[config.mk]
export PLATFORM = sky130hd
export DESIGN_NAME = hex_scan_display
export DESIGN_NICKNAME = d
export VERILOG_FILES = /design/src/rtl/hex_disp_pkg.sv /design/src/rtl/hex_seg_decode.sv /design/src/rtl/hex_scan_display.sv
export SDC_FILE = /design/constraint.sdc
export NUM_CORES = 1
export LEC_CHECK = 0
export CAP_MARGIN = 20
export CORE_AREA = 2 2 107 99
export CTS_CLUSTER_DIAMETER = 50
export CTS_CLUSTER_SIZE = 16
export DETAILED_ROUTE_END_ITERATION = 8
export DIE_AREA = 0 0 109 101
export PLACE_DENSITY_LB_ADDON = 0.3
export SETUP_SLACK_MARGIN = 0.2
export SLEW_MARGIN = 20
export SYNTH_ARGS = -nofsm -noshare
export SYNTH_HDL_FRONTEND = slang
export SYNTH_HIERARCHICAL = 1
export SYNTH_SLANG_ARGS = --single-unit
export TNS_END_PERCENT = 50
[constraint.sdc]
create_clock -name clk -period 3.4 [get_ports clk]
set_input_delay 1.02 -clock clk [delete_from_list [all_inputs] [get_ports clk]]
set_output_delay 1.02 -clock clk [all_outputs]
set_load 0.02 [all_outputs]
[src/rtl/hex_disp_pkg.sv]
// hex_disp_pkg
//   Shared definitions for the hex display blocks:
//   - mode_e      : display mode encodings (2'b11 behaves like manual)
//   - SEG_BLANK   : active-low "all segments off" pattern
//   - SEG_TABLE   : active-low 7-segment font for 0-F, bit0 = a ... bit6 = g
package hex_disp_pkg;

  typedef enum logic [1:0] {
    MODE_MANUAL     = 2'b00,
    MODE_AUTO       = 2'b01,
    MODE_FREEZE     = 2'b10,
    MODE_MANUAL_ALT = 2'b11
  } mode_e;

  localparam logic [6:0] SEG_BLANK = 7'h7F;

  localparam logic [6:0] SEG_TABLE [16] = '{
    7'h40, 7'h79, 7'h24, 7'h30,   // 0 1 2 3
    7'h19, 7'h12, 7'h02, 7'h78,   // 4 5 6 7
    7'h00, 7'h10, 7'h08, 7'h03,   // 8 9 A b
    7'h46, 7'h21, 7'h06, 7'h0E    // C d E F
  };

endpackage

[src/rtl/hex_seg_decode.sv]
// hex_seg_decode
//   Purely combinational nibble to 7-segment decoder (active-low segments).
// Ports:
//   nibble : 4-bit hex value
//   seg    : segment pattern, bit0 = a ... bit6 = g, 0 = segment lit
module hex_seg_decode
  import hex_disp_pkg::*;
(
  input  logic [3:0] nibble,
  output logic [6:0] seg
);

  assign seg = SEG_TABLE[nibble];

endmodule

[src/rtl/hex_scan_display.sv]
// hex_scan_display
//   Time-multiplexed hex display controller. Selects one of NUM_CH debug
//   words (manually or by auto-rotation), snapshots it once per frame and
//   scans it digit by digit onto a shared segment bus.
// Ports:
//   clk        : system clock
//   reset      : asynchronous reset, active low
//   ch_data    : packed channels, channel k = [k*CH_WIDTH +: CH_WIDTH]
//   ch_sel     : manual channel select (values >= NUM_CH clamp to last)
//   mode       : 00 manual, 01 auto-rotate, 10 freeze, 11 manual
//   blank_lz   : leading-zero blanking enable
//   blink      : blink enable
//   seg        : segment bus, active low
//   dig_an     : digit enables, active low, at most one bit low
//   cur_ch     : channel currently held in the snapshot
//   frame_tick : one-cycle pulse after the scan wraps to digit 0
module hex_scan_display
  import hex_disp_pkg::*;
#(
  parameter int NUM_CH       = 4,
  parameter int CH_WIDTH     = 16,
  parameter int NUM_DIGITS   = 6,
  parameter int SCAN_DIV     = 50000,
  parameter int ROT_FRAMES   = 256,
  parameter int BLINK_FRAMES = 64,
  localparam int CH_W        = (NUM_CH > 1) ? $clog2(NUM_CH) : 1
) (
  input  logic                       clk,
  input  logic                       reset,
  input  logic [NUM_CH*CH_WIDTH-1:0] ch_data,
  input  logic [CH_W-1:0]            ch_sel,
  input  logic [1:0]                 mode,
  input  logic                       blank_lz,
  input  logic                       blink,
  output logic [6:0]                 seg,
  output logic [NUM_DIGITS-1:0]      dig_an,
  output logic [CH_W-1:0]            cur_ch,
  output logic                       frame_tick
);

  localparam int NIB   = CH_WIDTH / 4;
  localparam int PRE_W = (SCAN_DIV > 1) ? $clog2(SCAN_DIV) : 1;
  localparam int DIG_W = (NUM_DIGITS > 1) ? $clog2(NUM_DIGITS) : 1;
  localparam int ROT_W = (ROT_FRAMES > 1) ? $clog2(ROT_FRAMES) : 1;
  localparam int BLK_W = (BLINK_FRAMES > 1) ? $clog2(BLINK_FRAMES) : 1;

  localparam logic [PRE_W-1:0] PRE_LAST = PRE_W'(SCAN_DIV - 1);
  localparam logic [DIG_W-1:0] DIG_LAST = DIG_W'(NUM_DIGITS - 1);
  localparam logic [ROT_W-1:0] ROT_LAST = ROT_W'(ROT_FRAMES - 1);
  localparam logic [BLK_W-1:0] BLK_LAST = BLK_W'(BLINK_FRAMES - 1);
  localparam logic [CH_W-1:0]  CH_LAST  = CH_W'(NUM_CH - 1);

  mode_e mode_q;
  assign mode_q = mode_e'(mode);

  logic [PRE_W-1:0]      presc_reg;
  logic [DIG_W-1:0]      dig_reg;
  logic                  frame_tick_reg;
  logic [CH_WIDTH-1:0]   snap_reg, snap_next;
  logic [CH_W-1:0]       cur_reg, cur_next;
  logic [ROT_W-1:0]      rot_reg, rot_next;
  logic [BLK_W-1:0]      blk_reg, blk_next;
  logic                  phase_reg, phase_next;
  logic [6:0]            seg_reg, seg_next;
  logic [NUM_DIGITS-1:0] an_reg, an_next;

  logic step, wrap;
  assign step = (presc_reg == PRE_LAST);
  assign wrap = step && (dig_reg == DIG_LAST);

  // Unpack channels and snapshot nibbles.
  logic [CH_WIDTH-1:0] ch_words [NUM_CH];
  logic [3:0]          nibbles  [NIB];
  logic [NIB-1:0]      upper_zero;   // nibble gi and all above it are zero

  for (genvar gi = 0; gi < NUM_CH; gi++) begin : g_ch
    assign ch_words[gi] = ch_data[gi*CH_WIDTH +: CH_WIDTH];
  end

  for (genvar gi = 0; gi < NIB; gi++) begin : g_nib
    assign nibbles[gi]    = snap_reg[4*gi +: 4];
    assign upper_zero[gi] = ~|snap_reg[CH_WIDTH-1:4*gi];
  end

  // Channel that the snapshot would load at this wrap.
  logic [CH_W-1:0] sel_clamped, next_ch, load_idx;
  logic            do_load;
  logic [CH_WIDTH-1:0] load_word;

  assign sel_clamped = (int'(ch_sel) >= NUM_CH) ? CH_LAST : ch_sel;
  assign next_ch     = (cur_reg == CH_LAST) ? '0 : cur_reg + CH_W'(1);

  always_comb begin
    load_idx = cur_reg;
    do_load  = 1'b0;
    if (wrap) begin
      case (mode_q)
        MODE_FREEZE: do_load = 1'b0;
        MODE_AUTO: begin
          do_load  = 1'b1;
          load_idx = (rot_reg == ROT_LAST) ? next_ch : cur_reg;
        end
        default: begin
          do_load  = 1'b1;
          load_idx = sel_clamped;
        end
      endcase
    end
  end

  always_comb begin
    load_word = '0;
    for (int k = 0; k < NUM_CH; k++) begin
      if (load_idx == CH_W'(k)) load_word = ch_words[k];
    end
  end

  // Frame-rate state: snapshot, channel, rotation and blink counters.
  always_comb begin
    snap_next  = snap_reg;
    cur_next   = cur_reg;
    rot_next   = rot_reg;
    blk_next   = blk_reg;
    phase_next = phase_reg;
    // Outside auto mode the rotation counter is held clear, so entering
    // auto always gives the current channel a full ROT_FRAMES frames.
    if (mode_q != MODE_AUTO) begin
      rot_next = '0;
    end else if (wrap) begin
      rot_next = (rot_reg == ROT_LAST) ? '0 : rot_reg + ROT_W'(1);
    end
    if (do_load) begin
      snap_next = load_word;
      cur_next  = load_idx;
    end
    if (wrap) begin
      if (blk_reg == BLK_LAST) begin
        blk_next   = '0;
        phase_next = ~phase_reg;
      end else begin
        blk_next = blk_reg + BLK_W'(1);
      end
    end
  end

  // Digit content for the currently indexed digit.
  logic [3:0] cur_nib;
  logic       lit;
  logic [6:0] seg_dec;

  always_comb begin
    cur_nib = 4'h0;
    lit     = 1'b0;
    for (int i = 0; i < NIB; i++) begin
      if (dig_reg == DIG_W'(i)) begin
        cur_nib = nibbles[i];
        lit     = !(blank_lz && (i != 0) && upper_zero[i]);
      end
    end
    if (blink && !phase_reg) lit = 1'b0;
  end

  hex_seg_decode u_dec (
    .nibble (cur_nib),
    .seg    (seg_dec)
  );

  always_comb begin
    seg_next = SEG_BLANK;
    an_next  = '1;
    if (lit) begin
      seg_next = seg_dec;
      an_next  = ~(NUM_DIGITS'(1) << dig_reg);
    end
  end

  always_ff @(posedge clk or negedge reset) begin
    if (!reset) begin
      presc_reg      <= '0;
      dig_reg        <= '0;
      frame_tick_reg <= 1'b0;
      snap_reg       <= '0;
      cur_reg        <= '0;
      rot_reg        <= '0;
      blk_reg        <= '0;
      phase_reg      <= 1'b1;
      seg_reg        <= SEG_BLANK;
      an_reg         <= '1;
    end else begin
      presc_reg      <= step ? '0 : presc_reg + PRE_W'(1);
      if (step) dig_reg <= wrap ? '0 : dig_reg + DIG_W'(1);
      frame_tick_reg <= wrap;
      snap_reg       <= snap_next;
      cur_reg        <= cur_next;
      rot_reg        <= rot_next;
      blk_reg        <= blk_next;
      phase_reg      <= phase_next;
      seg_reg        <= seg_next;
      an_reg         <= an_next;
    end
  end

  assign seg        = seg_reg;
  assign dig_an     = an_reg;
  assign cur_ch     = cur_reg;
  assign frame_tick = frame_tick_reg;

endmodule

# Word level (Yosys, flattened, before mapping)
# Memory sizes are Yosys's and may differ from the RTL's.
# Index checks and enable logic that the tools add are counted.
[op_classes]
addsub = 5
order_cmp = 1
n_eq_ne = 14
n_shift = 1
mux = 29
n_bitwise = 3
n_reduce_logical = 19
[op_table]
columns = ["cell", "n"]
rows = [
  ["$mux W16", 5],
  ["$mux W8", 3],
  ["$mux W7", 3],
  ["$add A16 B1 Y16 const B", 1],
  ["$eq A16 B16 Y1 const B", 1],
  ["$mux W4", 4],
  ["$mux W6", 2],
  ["$reduce_or A12 Y1", 1],
  ["$add A8 B1 Y8 const B", 1],
  ["$eq A2 B2 Y1 const B", 4],
  ["$eq A8 B8 Y1 const B", 1],
  ["$reduce_or A8 Y1", 1],
  ["$logic_not A1 Y1", 7],
  ["$mux W1", 7],
  ["$add A6 B1 Y6 const B", 1],
  ["$eq A3 B2 Y1 const B", 2],
  ["$eq A6 B6 Y1 const B", 1],
  ["$mux W2", 3],
  ["$not A6 Y6", 1],
  ["$shl A1 B3 Y6 const A", 1],
  ["$ge A5 B5 Y1 const B", 1],
  ["$logic_and A1 B1 Y1", 5],
  ["$not A4 Y5", 1],
  ["$eq A2 B1 Y1 const B", 2],
  ["other kinds (13)", 13],
]
[totals]
register_bits = 66
rom_bits = 112
in_bits = 72
out_inout_bits = 16
elab_cells = 83
mem_count = 1
[memory_table]
columns = ["memory", "depth", "width", "read_ports", "rd_ports_with_merged_regs", "write_ports", "line_no", "source"]
rows = [
  ["(no name shown)", 16, 7, 1, 0, 0, "hex_seg_decode.sv:13", "assign seg = SEG_TABLE[nibble];"],
]

# Depth between registers and ports, before layout
[depth]
depth_word = 10
depth_mapped = 13
ltp_nobuf = 12

# By module
# Netlist, hierarchy kept.
[by_module_without_submodules]
columns = ["mod", "n_inst", "cells_per_inst", "area_each_um2", "seq_area_each_um2"]
rows = [
  ["hex_scan_display", 1, 350, 3631.0, 1669.1],
  ["hex_seg_decode", 1, 35, 247.7, 0.0],
]

# Least setup slack after synthesis
# OpenSTA, ideal clock, no wires.
[synth_timing]
path_type = "input port to flip-flop"
startpoint = "in mode[0]"
endpoint = "reg snap_reg[1]"
setup_ps = 127
arrival_ps = 2720
t_required_ps = 3273
setup_slack_ps = 553
stages = 8
n_path_buf = 2
path_cell_list = "inv_1 ha_1 nor4b_1 a211oi_4 buf_4 buf_2 a221oi_1 nor2_1"
[synth_between]
elab_chain_len = 8
elab_cells_between_ends = 14
classes_between = "eq/ne: 5; mux: 8; reduce/logical: 1"
[synth_rtl]
columns = ["item", "line_no", "source"]
rows = [
  ["start: declaration", "hex_scan_display.sv:32", "input logic [1:0] mode,"],
  ["$eq A2 B1 Y1 / $eq A2 B2 Y1 (equally long branches)", "hex_scan_display.sv:97", "case (mode_q)"],
  ["$pmux W2 S2", "hex_scan_display.sv:97", ""],
  ["$mux W2", "hex_scan_display.sv:96", "if (wrap) begin"],
  ["$logic_not A2 Y1", "hex_scan_display.sv:114", "if (load_idx == CH_W'(k)) load_word = ch_words[k];"],
  ["$mux W16 (4 in series)", "hex_scan_display.sv:114", ""],
  ["end signal: assignment", "hex_scan_display.sv:193", "snap_reg <= snap_next;"],
  ["end: declaration", "hex_scan_display.sv:59", "logic [CH_WIDTH-1:0] snap_reg, snap_next;"],
]
# Parallel ways exist; a longest one is shown, timed or not.
# A chain may end at the register's enable or synchronous reset.

# Final worst setup path
[layout_timing]
startpoint = "in mode[0]"
endpoint = "reg snap_reg[6]"
# Same word-level chain as after synthesis.

==> results list <==
- The run finished with clean final reports.
* Share of the synthesized netlist area taken by xor and xnor gates: 4.065%
- After detailed routing, the average wire length per cell comes to 14.31 um.
- Period utilization: 89.91%
- Port Buf Inserts: 87
- The synthesized netlist devotes 19.87% of its cell area to simple gates.
- Clock sinks: 66
- Post-synth ARST share: 100.0%
- Synth Instances: 385
* Count of cell types in the netlist: 58
- After clock tree synthesis, the clock-pin slew on the worst setup and hold paths is 70 ps.
- Part of the power in the clock network: 35.8%
- Final Hold Fails: 0
- TritonCTS built the clock tree.
* Ys Warns: 6
- Cts bufs inserted: 9
- Post-CTS repair timing setup buffer count: 0
* Max Cap Viol: 0
- Vias: 3189
* Total Routed Length: 8.642 mm
- Before antenna repair, the detailed router went through 4 iterations.
* Worst-case clock buffer depth: 2
- The initial utilization of the core area, before any placement, comes to 39.02%.
- Share of cell area taken by muxes after synthesis: 5.194%
- Data on the critical path is required at its endpoint by 3610 ps.
- Setup violations remaining at the end of the flow were counted as 0.
- Traced cell by cell, the critical path runs through clkdlybuf4s50_1 > inv_1 > ha_1 > nand3b_1 > a21oi_1 > a211oi_4 > buf_12 > mux2_2 > o22ai_1 > nor2_1.
- The number of global-route vias before repair came to 3014.
* Mean number of vias per cell: 5.280
* Share of final-layout standard cells stronger than drive strength 1: 16.63%
* Combinational family with the most area after synthesis: simple AND/OR/NAND/NOR gates
* Crit Path Max Fanout: 34
- Sw Pwr: 0.4666 mW
* Setup tns final: 0 ps
* Post-route total power: 1.890 mW
* Count of flip-flops with a built-in enable after synthesis: 0
- Top achievable clock speed: 327.1 MHz
* Crit path kind: in -> reg
* Quantity of hold-fixing buffers added after cts: 0
- Height of the die: 101 um
- The largest single stage delay on the critical path is 480 ps.
- The floorplan has 35 rows.
* Post-synthesis adder-cell area fraction: 5.806%
- The H-tree generated during clock tree synthesis spans 3 levels.
- Summing every instance area after synthesis gives 3879 um2.
- Measured along the x axis, the die boundary spans 109 um.
- Sw frac: 24.68%
- Number of filler instances in the final layout: 915
- Sequential share of power: 45.8%
* Total power divided by cell area: 372.3 nW/um2
- For this run the aggregate overflow at the end of global routing stands at 0.
- Relative slew slack: 53.86%
- Leakage: 2.127 nW
- After synthesis, the mean cell area works out to 10.07 um2.
* Final Critical Period: 3057 ps
* Diodes inserted: 0
* Total die area: 11010 um2
* Residual DRC count: 0
* Setup slack on the worst flop-to-flop path: 640 ps
- The largest individual stage delay along the critical path comes from the cell sky130_fd_sc_hd__clkdlybuf4s50_1.
- The final layout contains 561 nets.
- Leading register cell type out of synthesis: sky130_fd_sc_hd__dfrtp_1
- Between clock sinks in the finished design, the worst skew comes to 9.173 ps.
- Counting flops and latches in the post-synthesis netlist gives 66.
- Count of buffer and inverter cells on the critical path: 3
* Source-to-sink clock delay at the later pin of the worst-skew pair: 330 ps
- Worst setup SP type: input port
- CTS root buffer: sky130_fd_sc_hd__clkbuf_8
- At the end of routability-driven placement, the weighted congestion stood at 0.8059.
* Portion of total power attributed to combinational logic: 18.4%
- The internal power of the cells totals 1.424 mW.
- Crit end category: flop
- GRT Overall Usage: 17.00%
- For this block, the initial DRC count from the detailed router was 106.
- Sequential elements use 43.03% of the synthesized area.
- RSZ-0062 raised after global routing: yes
- Max Slew Vio Count: 0
- Number of antenna violations at the first check in global routing: 0
- During I/O placement, the number of pins put on the boundary was 88.
- Max VDD drop: 0.0001748 V
* Post-synth net total: 475
- Remaining antenna violation count: 0
- On the critical path the largest part of the delay comes from buffers and inverters.
- For the worst setup path, the data arrival time is 3270 ps.
- After legalization and detailed placement, the total HPWL measured 6.435 mm.
- Transition at the pin with the smallest max-transition slack: 692.1 ps
- Summing the areas of all compound-gate instances in the mapped netlist gives 17.94% of the synthesized area.
* Global-route wire length before repair: 14.77 mm
- Compared with the post-synthesis result, the final layout area differs by 30.90%.
* Standard cell core area: 9941 um2
- In this run the worst hold path is classified as reg -> reg.
- Entering global routing, the biggest net connects 37 pins.
power by group through the flow:
stage / clock network (mW) / logic, mW / registers (mW)
finish: 0.677 / 0.348 / 0.865
CTS: 0.700 / 0.351 / 0.864
detailed placement: 0 / 0.350 / 0.879
global placement: 0 / 0.346 / 0.878
global route: 0.739 / 0.383 / 0.870
floorplan: 0 / 0.176 / 0.886
worst paths after layout:
kind | startpoint | cells after the start | end
setup / recovery | mode[0] | 10 | snap_reg[6]
hold / removal | blk_reg[4] | 1 | blk_reg[4]
setup reg to reg | dig_reg[0] | 12 | seg[3]
hold reg to reg | blk_reg[4] | 1 | blk_reg[4]
max in group asynchronous | reset | 2 | snap_reg[6]
min in group asynchronous | reset | 1 | presc_reg[12]
what timing repair did:
action / 4_1_cts / 5_1_grt
gates resized for setup: 0 / 1
hold endpoints to repair: 0 / 0
endpoints found under the setup margin: 0 / 16
per-layer routing:
layer	GRT usage (%)	part of all wire, %	wire length, um
met3	3.878	4.9	421
met2	25.66	47	4045
met5	0	0	0
met4	4.832	1.5	131
met1	24.37	47	4044
Yosys cell counts, types with 2 or more instances:
master,count,area [um2]
sky130_fd_sc_hd__dfrtp_1,52,1301
sky130_fd_sc_hd__nand2_1,38,142.6
sky130_fd_sc_hd__nor2_1,32,120.1
sky130_fd_sc_hd__o21ai_0,24,120.1
sky130_fd_sc_hd__ha_1,18,225.2
sky130_fd_sc_hd__mux2_2,17,191.4
sky130_fd_sc_hd__a221oi_1,16,140.1
sky130_fd_sc_hd__dfstp_2,14,367.9
sky130_fd_sc_hd__nand3_1,14,70.07
sky130_fd_sc_hd__inv_1,12,45.04
sky130_fd_sc_hd__o22ai_2,10,125.1
sky130_fd_sc_hd__or2_2,10,62.56
sky130_fd_sc_hd__xnor2_1,10,87.58
sky130_fd_sc_hd__o22ai_1,9,56.30
sky130_fd_sc_hd__xor2_1,8,70.07
sky130_fd_sc_hd__and2_1,7,43.79
sky130_fd_sc_hd__and3_1,7,43.79
sky130_fd_sc_hd__clkbuf_1,7,26.28
sky130_fd_sc_hd__nand4_1,7,43.79
sky130_fd_sc_hd__a21oi_1,6,30.03
sky130_fd_sc_hd__a22o_1,4,35.03
sky130_fd_sc_hd__a22oi_1,4,30.03
sky130_fd_sc_hd__buf_4,4,30.03
sky130_fd_sc_hd__a31oi_1,3,18.77
sky130_fd_sc_hd__and4_1,3,26.28
sky130_fd_sc_hd__buf_2,3,15.01
sky130_fd_sc_hd__nor2b_1,3,18.77
sky130_fd_sc_hd__nor3_1,3,15.01
sky130_fd_sc_hd__nor4_1,3,18.77
sky130_fd_sc_hd__a21boi_0,2,15.01
sky130_fd_sc_hd__a21o_1,2,15.01
sky130_fd_sc_hd__and4b_1,2,20.02
sky130_fd_sc_hd__buf_6,2,22.52
sky130_fd_sc_hd__nand2b_1,2,12.51
sky130_fd_sc_hd__nand3b_1,2,15.01
sky130_fd_sc_hd__nor4b_1,2,17.52
sky130_fd_sc_hd__o21ai_1,2,10.01
layout by cell type, fill, tap and decap left out, types with 12 or more instances in the layout:
| master | count |
|---|---|
| sky130_fd_sc_hd__clkdlybuf4s50_1 | 86 |
| sky130_fd_sc_hd__inv_1 | 12 |
| sky130_fd_sc_hd__a221oi_1 | 16 |
| sky130_fd_sc_hd__o21ai_0 | 24 |
| sky130_fd_sc_hd__ha_1 | 18 |
| sky130_fd_sc_hd__clkbuf_8 | 12 |
| sky130_fd_sc_hd__nand2_1 | 38 |
| sky130_fd_sc_hd__dfrtp_1 | 52 |
| sky130_fd_sc_hd__nand3_1 | 14 |
| sky130_fd_sc_hd__nor2_1 | 32 |
| sky130_fd_sc_hd__dfstp_2 | 14 |
| sky130_fd_sc_hd__mux2_2 | 17 |
cell type report:
| class | count | area [um2] | share of cell area, % |
|---|---|---|---|
| well taps | 129 | 161.4 | 3.179 |
| clock buffers | 13 | 168.9 | 3.327 |
| repair buffers | 92 | 940.9 | 18.53 |
| clock inverters | 2 | 35.03 | 0.6900 |
| multi-input cells | 290 | 2057 | 40.51 |
| inverters | 12 | 45.04 | 0.8871 |
| flip-flops and latches | 66 | 1669 | 32.87 |
cells by family (layout without fill, tap and decap cells):
family / after synthesis / count (layout)
AO/OA/AOI/OAI: 92 / 92
AND/OR/NAND/NOR: 144 / 144
XOR/XNOR: 18 / 18
multiplexers: 18 / 18
flip-flops: 66 / 66
adder cells (fa/ha/maj): 18 / 18
buffers and inverters: 29 / 119
through the flow:
stage	instance area, um2	utilization (%)	std cells	hold slack (ps)	worst slack (ps)
6_report	5077	51.08	604	466.6	342.9
3_3_place_gp	4867	48.96	589	456.0	-40.58
4_1_cts	5071	51.01	604	473.4	238.5
5_1_grt	5077	51.08	604	505.8	184.3
2_1_floorplan	3879	-	385	438.7	552.8
3_5_place_dp	4867	48.96	589	459.5	-110.4
No activity file was read; power rests on OpenSTA's default activity.
